$ cat config.mk
export PLATFORM = sky130hd
export DESIGN_NAME = gray_counter_src
export DESIGN_NICKNAME = d
export VERILOG_FILES = /design/src/rtl/gray_counter_src.sv
export SDC_FILE = /design/constraint.sdc
export NUM_CORES = 1
export LEC_CHECK = 0
export CAP_MARGIN = 5
export CORE_ASPECT_RATIO = 1.25
export CORE_UTILIZATION = 35
export CTS_CLUSTER_SIZE = 24
export DETAILED_ROUTE_END_ITERATION = 8
export PLACE_DENSITY = 0.55
export SYNTH_ARGS = -nofsm -noshare
export SYNTH_HDL_FRONTEND = slang
export SYNTH_SLANG_ARGS = --single-unit
$ cat constraint.sdc
create_clock -name clk -period 4.7 [get_ports clk]
set_input_delay 0.47 -clock clk [delete_from_list [all_inputs] [get_ports clk]]
set_output_delay 0.47 -clock clk [all_outputs]
set_load 0.01 [all_outputs]
$ cat src/rtl/gray_counter_src.sv
// Up/down binary counter with a registered Gray-code view and a valid/ready
// handshake; feeds a downstream Gray-to-binary converter.
module gray_counter_src #(
  parameter int WIDTH = 32
) (
  input  logic             clk,
  input  logic             rst_n,
  input  logic             en,
  input  logic             up,
  input  logic             load,
  input  logic [WIDTH-1:0] load_val,
  output logic [WIDTH-1:0] o,
  output logic [WIDTH-1:0] b,
  output logic             wrap,
  output logic             o_valid,
  input  logic             o_ready
);

  typedef enum logic {
    IDLE = 1'b0,
    PEND = 1'b1
  } state_t;

  function automatic logic [WIDTH-1:0] to_gray(input logic [WIDTH-1:0] v);
    return v ^ (v >> 1);
  endfunction

  logic [WIDTH-1:0] cnt_p0;
  logic [WIDTH-1:0] gray_p0;
  logic             wrap_p0;
  state_t           state_p0;

  logic [WIDTH:0]   inc_sum;
  logic [WIDTH:0]   dec_sum;
  logic [WIDTH-1:0] step_val;
  logic             step_wrap;
  logic             update;

  // Extra top bit carries out on increment and borrows on decrement; it is
  // only ever used to flag the boundary crossing.
  always_comb begin
    inc_sum   = {1'b0, cnt_p0} + {{WIDTH{1'b0}}, 1'b1};
    dec_sum   = {1'b0, cnt_p0} - {{WIDTH{1'b0}}, 1'b1};
    step_val  = up ? inc_sum[WIDTH-1:0] : dec_sum[WIDTH-1:0];
    step_wrap = up ? inc_sum[WIDTH] : dec_sum[WIDTH];
    update    = load | en;
  end

  // Stage p0: count, Gray view, wrap pulse and handshake state
  always_ff @(posedge clk) begin
    if (!rst_n) begin
      cnt_p0   <= '0;
      gray_p0  <= '0;
      wrap_p0  <= 1'b0;
      state_p0 <= IDLE;
    end else begin
      if (load) begin
        cnt_p0  <= load_val;
        gray_p0 <= to_gray(load_val);
        wrap_p0 <= 1'b0;
      end else if (en) begin
        cnt_p0  <= step_val;
        gray_p0 <= to_gray(step_val);
        wrap_p0 <= step_wrap;
      end else begin
        wrap_p0 <= 1'b0;
      end

      // An unaccepted value is simply overwritten by a newer update.
      case (state_p0)
        IDLE:    if (update) state_p0 <= PEND;
        PEND:    if (o_ready && !update) state_p0 <= IDLE;
        default: state_p0 <= IDLE;
      endcase
    end
  end

  assign b       = cnt_p0;
  assign o       = gray_p0;
  assign wrap    = wrap_p0;
  assign o_valid = (state_p0 == PEND);

endmodule

==> impl_results.md, run 1 <==
* Kind of critical path: primary input to flop
* Max FO, Critical Path at 16
* Worst-path cell chain: clkdlybuf4s50_1, buf_4, nand2_1, nor4_1, o22ai_1, or3_1, xor2_1, a21oi_1
* Post-synth top area cell: sky130_fd_sc_hd__dfxtp_1
* Setup violators final at 0
* Sequential area share after synthesis at 0.279
* Setup crit end kind: flop
* # Max-Cap Violations at 0
* Wire length of the first global-routing pass at ~26 mm
* FF-to-FF End: o[23]
* Largest net degree at the start of global routing at 62
* Share of cells above drive strength 1 at 0.0588
* Maximum buffer depth of the clock tree at 2
* Share of the clock period used by the worst path after layout at 0.643
* Final routed DRC violation total at 0
* Max transition margin at 0.496
* Final layout net count at 715
* Final TNS setup at 0 ps
* ANT cells at 0
* Result of the run: finished, final reports clean
* TritonCTS sink count at 65
* Clock Root Buffer: sky130_fd_sc_hd__clkbuf_16
* Global Route Usage Sum at 0.242
* Sw Ratio at 0.324
* Clock latency at the later pin of the worst-skew pair at 340 ps
* Setup repair after global routing missed its margin: false
* Internal Dissipation at about 0.0012 W
* Area of the die at 0.0138 mm²
* Top cells by area, synth: sky130_fd_sc_hd__dfxtp_1 28%, sky130_fd_sc_hd__xnor2_1 13%, sky130_fd_sc_hd__xor2_1 8.2%
* Vertical extent of the die at 131 µm
* Crit path buffers/inverters at 2
* Final Slew Violations at 0
* Fraction of synthesis flops using an asynchronous set or reset pin at 0
* Reported leakage power at roughly 2.1 nW
* Mean Syn Cell Area at 7.68 µm²
* Min-Delay Path Depth at 2
* Cell area after technology mapping at 0.00467 mm²
* Fillers at 1290
* Die W at 105 µm
* Drt wl/cell at roughly 20 µm
* Cells after synthesis at between 600 and 700
* Number of rows created at floorplan at between 40 and 50
* Vias per Instance at about 5.6
* Number of nets in the synthesized netlist at between 600 and 700
* Via count of the first global-routing pass at 4651
* Pwr Total at around 0.0018 W
* Core outline area at roughly 0.013 mm²
* Ports at approximately 100
* Top_reg_cell synth: sky130_fd_sc_hd__dfxtp_1
* Count of flip-flops with a built-in enable after synthesis at 0
* Port-buffer cells at 103
* Post-DRT Antenna Nets at 0
* Sequential group share of total power at 0.380
* Effective utilization at floorplan at 0.364
* TritonCTS clock tree: built
* Worst Max-Slew Pin Slew at between 700 and 800 ps
* Arrival time reported for the critical path endpoint at 3220 ps
* Pre-Repair DR Iteration Count at 5
* HPWL after DPL at about 12 mm
* Data required time of the worst path at between 4000 and 5000 ps
* Net switching power figure at roughly 0.00058 W
* Worst r2r path cells at 7
* Reg2Reg Setup Slack at between 1500 and 2000 ps
* Post-CTS setup buffers at 0
* Distinct cell type count after synthesis at 58
* Kind of start point of the critical path: primary input
* Vias at between 4000 and 5000
* Hold worst-path end: o_valid
* Relative contribution of combinational cells to total power at 0.266
* Period minus WS final at 3020 ps
* Largest stage delay on the critical path at around 740 ps
* Area share of the leading cell type in the synthesized netlist at 0.279
* Cell family with most CP delay: simple AND/OR/NAND/NOR gates
* Fin Clk Skew at roughly 5.7 ps
* Routed wire length at about 17 mm
* Worst-path clk slew at roughly 60 ps
* Signed area change from the synthesized netlist to the final layout at 28.4%
* Number of hold violations in the final report at 0
* Max Fclk at between 300 and 400 MHz
* Most common library cells after synthesis: 67 x sky130_fd_sc_hd__xnor2_1, 65 x sky130_fd_sc_hd__dfxtp_1, 59 x sky130_fd_sc_hd__nand2_1
* FF+latch count, synth at 65
* Worst IR drop on VDD at 0.188 mV
* Global placement routability congestion at 0.870
* Share of total power in the clock network at 0.354
* Slowest-stage cell, CP: sky130_fd_sc_hd__clkdlybuf4s50_1
* Number of buffers inserted by hold repair at cts at 0
* Total clock buffers created by CTS at 9
* Areal power density over the cells at roughly 300 mW/mm²
* Initial antenna violation count at 0
* Warnings from Yosys at 0
* Drt initial violations at 283
* Class of the tightest hold or removal check: flop to flop
* # resized after CTS at 0
* Level count of the clock H-tree at 3
* Hold_sp: o_valid
* Worst reg2reg path startpoint: b[7]
* GR Overflow Total at 0
* Library cell with the highest instance count after synthesis: sky130_fd_sc_hd__xnor2_1
cell families (layout without fill, tap and decap cells):
kind of cell | after synthesis | after routing | share of synthesized area
xor gates and xnor gates | 114 | 114 | 0.221
adders and majority gates | 2 | 2 | 0.00536
muxes | 6 | 6 | 0.0134
AOI/OAI and AO/OA | 149 | 149 | 0.198
DFF | 65 | 65 | 0.279
buffers and inverters | 63 | 135 | 0.0576
and+or+nand+nor | 209 | 209 | 0.226
tightest hold or removal path: cells and delay by family, from the launching register on:
| kind | cells | cell delay [ps] |
|---|---|---|
| flops | 1 | 310 |
| compound gates | 1 | 80 |
| simple gates | 1 | 60 |
cell type report:
type / instances / area, µm² / area share
Clock inverter: 5 / 31.3 / 0.00521
Clock buffer: 11 / 243 / 0.0405
Inverter: 8 / 30.0 / 0.00501
Tap cell: 168 / 210 / 0.0350
Multi-Input combinational cell: 480 / 3100 / 0.517
Timing Repair Buffer: 111 / 1080 / 0.180
Sequential cell: 65 / 1300 / 0.217
metal layers:
metal | track usage | vias up | part of all wire
met3 | 0.0298 | 29 | 0.039
met5 | 0 | - | 0
li1 | - | 2295 | -
met2 | 0.442 | 168 | 0.52
met4 | 0.0986 | 0 | 0.028
met1 | 0.282 | 2267 | 0.41
through the flow:
step / hold slack [ps] / utilization / setup slack (ps) / instances / area, µm²
2_1_floorplan: 514 / - / 2400 / 608 / 4670
3_3_place_gp: 496 / 0.446 / 1300 / 832 / 5720
3_5_place_dp: 490 / 0.446 / 1320 / 832 / 5720
4_1_cts: 511 / 0.467 / 1650 / 848 / 6000
5_1_grt: 541 / 0.467 / 1360 / 848 / 6000
6_report: 504 / 0.467 / 1680 / 848 / 6000
cell usage in the layout (no fill, tap or decap), types with 7 or more instances in the layout:
cell type	synthesis	final
sky130_fd_sc_hd__clkbuf_16	0	9
sky130_fd_sc_hd__o21ai_0	35	35
sky130_fd_sc_hd__a211oi_1	14	14
sky130_fd_sc_hd__clkdlybuf4s50_1	0	101
sky130_fd_sc_hd__nor2_1	50	50
sky130_fd_sc_hd__o311ai_0	16	16
sky130_fd_sc_hd__xor2_1	44	44
sky130_fd_sc_hd__and3_1	9	9
sky130_fd_sc_hd__and4_1	7	7
sky130_fd_sc_hd__nand3_1	19	19
sky130_fd_sc_hd__xnor2_1	67	67
sky130_fd_sc_hd__buf_4	3	8
sky130_fd_sc_hd__nor4_1	8	8
sky130_fd_sc_hd__nand2_1	59	59
sky130_fd_sc_hd__nand4_1	16	16
sky130_fd_sc_hd__a21oi_1	53	53
sky130_fd_sc_hd__dfxtp_1	65	65
sky130_fd_sc_hd__nor3_1	17	17
registers in the layout, indices dropped and copies added, names as in the netlist:
signal	cells
b	32
o	31
o_valid	1
wrap	1
worst max-delay path by stage:
| stage | from | to | slack (ps) | cells past startpoint |
|---|---|---|---|---|
| finish | up | b[26] | 1680 | 8 |
| global route | up | b[26] | 1360 | 8 |
| CTS | up | o[26] | 1650 | 9 |
| detailed placement | up | o[26] | 1320 | 9 |
| global placement | up | b[26] | 1300 | 8 |
| floorplan | b[0] | b[30] | 2400 | 9 |
power by group through the flow:
stage	sequential, W	clock, W	combinational, W
after floorplan	0.000661	0	0.000290
after global routing	0.000684	0.000664	0.000516
after detailed placement	0.000687	0	0.000473
final	0.000677	0.000632	0.000474
after CTS	0.000676	0.000640	0.000477
after global placement	0.000688	0	0.000473
Power figures use the tool's default switching activity.
==> run 2, diff against run 1 <==
==> constraint.sdc (replaced) <==
create_clock -name clk -period 2.8 [get_ports clk]
set_input_delay 0.28 -clock clk [delete_from_list [all_inputs] [get_ports clk]]
set_output_delay 0.28 -clock clk [all_outputs]
set_load 0.01 [all_outputs]
==> impl_results.md, run 2 (synthesis gave the netlist of run 1 again) <==
* Clock Root Buffer: sky130_fd_sc_hd__clkbuf_16
* Relative contribution of combinational cells to total power at 0.282 (+0.016)
* Maximum buffer depth of the clock tree at 2 (unchanged)
* HPWL after DPL at 12.6 mm (+2.2%)
* Initial antenna violation count at 0 (unchanged)
* Total clock buffers created by CTS at 9 (unchanged)
* Final layout net count at 745 (+4.2%)
* Class of the tightest hold or removal check: primary input to flop
* Setup crit end kind: flop
* Drt initial violations at 228 (-19%)
* Post-DRT Antenna Nets at 0 (unchanged)
* Wire length of the first global-routing pass at 25.9 mm (-0.71%)
* Effective utilization at floorplan at 0.364 (unchanged)
* Slack of the critical path at 252 ps (-1430 ps)
* TritonCTS sink count at 65 (unchanged)
* Max FO, Critical Path at 10 (-6)
* Fin Clk Skew at 7.94 ps (+2.27 ps)
* Clock latency at the later pin of the worst-skew pair at 340 ps (about the same)
* Result of the run: finished, final reports clean
* Sequential group share of total power at 0.368 (-0.012)
* Number of buffers inserted by hold repair at cts at 0 (unchanged)
* Hold_sp: en
* # resized after CTS at 0 (unchanged)
* Global Route Usage Sum at 0.240 (-0.00269)
* Most common cell after layout, fill and taps aside: sky130_fd_sc_hd__clkdlybuf4s50_1
* Reg2Reg Setup Slack at 250 ps (-1610 ps)
* Largest net degree at the start of global routing at 62 (unchanged)
* Vias at 4776 (+0.36%)
* Max transition margin at 0.471 (-0.0250)
* Number of placed instances, taps included at 862 (+3.6%)
* Non-filler cells in the finished layout at 878 (+3.5%)
* Fillers at 1291 (+0.078%)
* Via count of the first global-routing pass at 4722 (+1.5%)
* Worst r2r path cells at 7 (unchanged)
* Die W at 105 µm (unchanged)
* Worst IR drop on VDD at 0.235 mV (+25%)
* Kind of critical path: flop to flop
* Sw Ratio at 0.322 (-0.00273)
* TritonCTS clock tree: built
* Areal power density over the cells at 486 mW/mm² (+64%)
* Post-CTS setup buffers at 0 (unchanged)
* Share of total power in the clock network at 0.350 (-0.004)
* Worst Max-Slew Pin Slew at 788 ps (+39.6 ps)
* Final TNS setup at 0 ps (unchanged)
* Port-buffer cells at 103 (unchanged)
* Area occupied by multi-input gates at 0.00311 mm² (+0.20%)
* Ports at 104 (unchanged)
* GR Overflow Total at 0 (unchanged)
* # Max-Cap Violations at 0 (unchanged)
* Data required time of the worst path at 3030 ps (-1870 ps)
* Vias per Instance at 5.44 (-3.1%)
* Signed area change from the synthesized netlist to the final layout at 33.4%
* Most frequent cells in the layout: 101 x sky130_fd_sc_hd__clkdlybuf4s50_1, 67 x sky130_fd_sc_hd__xnor2_1, 65 x sky130_fd_sc_hd__dfxtp_1, 59 x sky130_fd_sc_hd__nand2_1, 53 x sky130_fd_sc_hd__a21oi_1
* Net switching power figure at 0.000975 W (+68%)
* Worst-path clk slew at 60 ps (about the same)
* Level count of the clock H-tree at 3 (unchanged)
* Arrival time reported for the critical path endpoint at 2780 ps (-440 ps)
* Worst reg2reg path startpoint: b[2]
* Setup repair after global routing missed its margin: false
* Area of the die at 0.0138 mm² (unchanged)
* Seq. cell area at 0.00130 mm² (unchanged)
* Min-Delay Path Depth at 4 (+2)
* Drt wl/cell at 18.8 µm (-3.7%)
* Routed wire length at 16.5 mm (-0.28%)
* Number of flip-flops in the largest register at 32 (unchanged)
* Number of hold violations in the final report at 0 (unchanged)
* Share of the clock period used by the worst path after layout at 0.910
* Hold worst-path end: o_valid
* Core outline area at 0.0128 mm² (unchanged)
* Period minus WS final at between 2000 and 3000 ps
* Share of cells above drive strength 1 at 0.0986 (+0.0398)
* Pre-Repair DR Iteration Count at 4 (-1)
* Internal Dissipation at 0.00205 W (+71%)
* Final Slew Violations at 0 (unchanged)
* Placement Setup Slack at 129 ps (-1190 ps)
* Vertical extent of the die at 131 µm (unchanged)
* Kind of start point of the critical path: flop
* ANT cells at 0 (unchanged)
* Final routed DRC violation total at 0 (unchanged)
* Reported leakage power at 2.23 nW (+7.2%)
* Max Fclk at 393 MHz
* Global placement routability congestion at 0.939 (+8.0%)
* Number of rows created at floorplan at 46 (unchanged)
* FF-to-FF End: o[24]
* Setup violators final at 0 (unchanged)
-- run 2: worst max-delay path by stage --
stage	startpoint	slack [ps]	cells after the start	to
after floorplan	b[0]	500	9	b[30]
after global placement	up	100	9	o[30]
after detailed placement	up	130	10	o[21]
after CTS	b[1]	170	9	o[28]
after global routing	b[4]	60	9	o[17]
final	b[2]	250	7	o[24]
-- run 2: final cells by class --
class / instances / area share
timing repair buffer: 141 / 0.210
multi-input combinational: 480 / 0.499
clock inverter: 4 / 0.00462
sequential: 65 / 0.209
clock buffer: 12 / 0.0396
inverter: 8 / 0.00482
tap: 168 / 0.0337
-- run 2: power groups by stage --
stage               Clock (W)  Sequential [W]  Combinational, W
floorplan                   0         0.00111          0.000488
global placement            0         0.00113          0.000853
detailed placement          0         0.00113          0.000851
CTS                   0.00108         0.00111          0.000859
global route          0.00112         0.00112          0.000929
finish                0.00106         0.00112          0.000854
-- run 2: critical path, stage by stage (launching register included) --
cell	delay, ps
sky130_fd_sc_hd__dfxtp_1	590
sky130_fd_sc_hd__nand3_1	230
sky130_fd_sc_hd__or4_1	520
sky130_fd_sc_hd__o21ai_0	230
sky130_fd_sc_hd__nand2_1	120
sky130_fd_sc_hd__xor2_1	340
sky130_fd_sc_hd__xnor2_1	130
sky130_fd_sc_hd__o311a_1	290
-- run 2: metrics by stage --
stage                     power [W]  area, µm²   util  hold WS (ps)
after floorplan             0.00160       4670      -           418
after detailed placement    0.00198       5950  0.464           495
after global placement      0.00199       5950  0.464           488
final                       0.00303       6230  0.485           456
after global routing        0.00318       6230  0.485           468
after CTS                   0.00305       6220  0.485           449
-- run 2: routing by layer --
layer | global-route usage | wire length [µm] | vias to the layer above
li1 | - | - | 2356
met5 | 0 | 0 | -
met1 | 0.270 | 6580 | 2241
met3 | 0.0451 | 773 | 32
met4 | 0.102 | 533 | 0
met2 | 0.435 | 8650 | 147
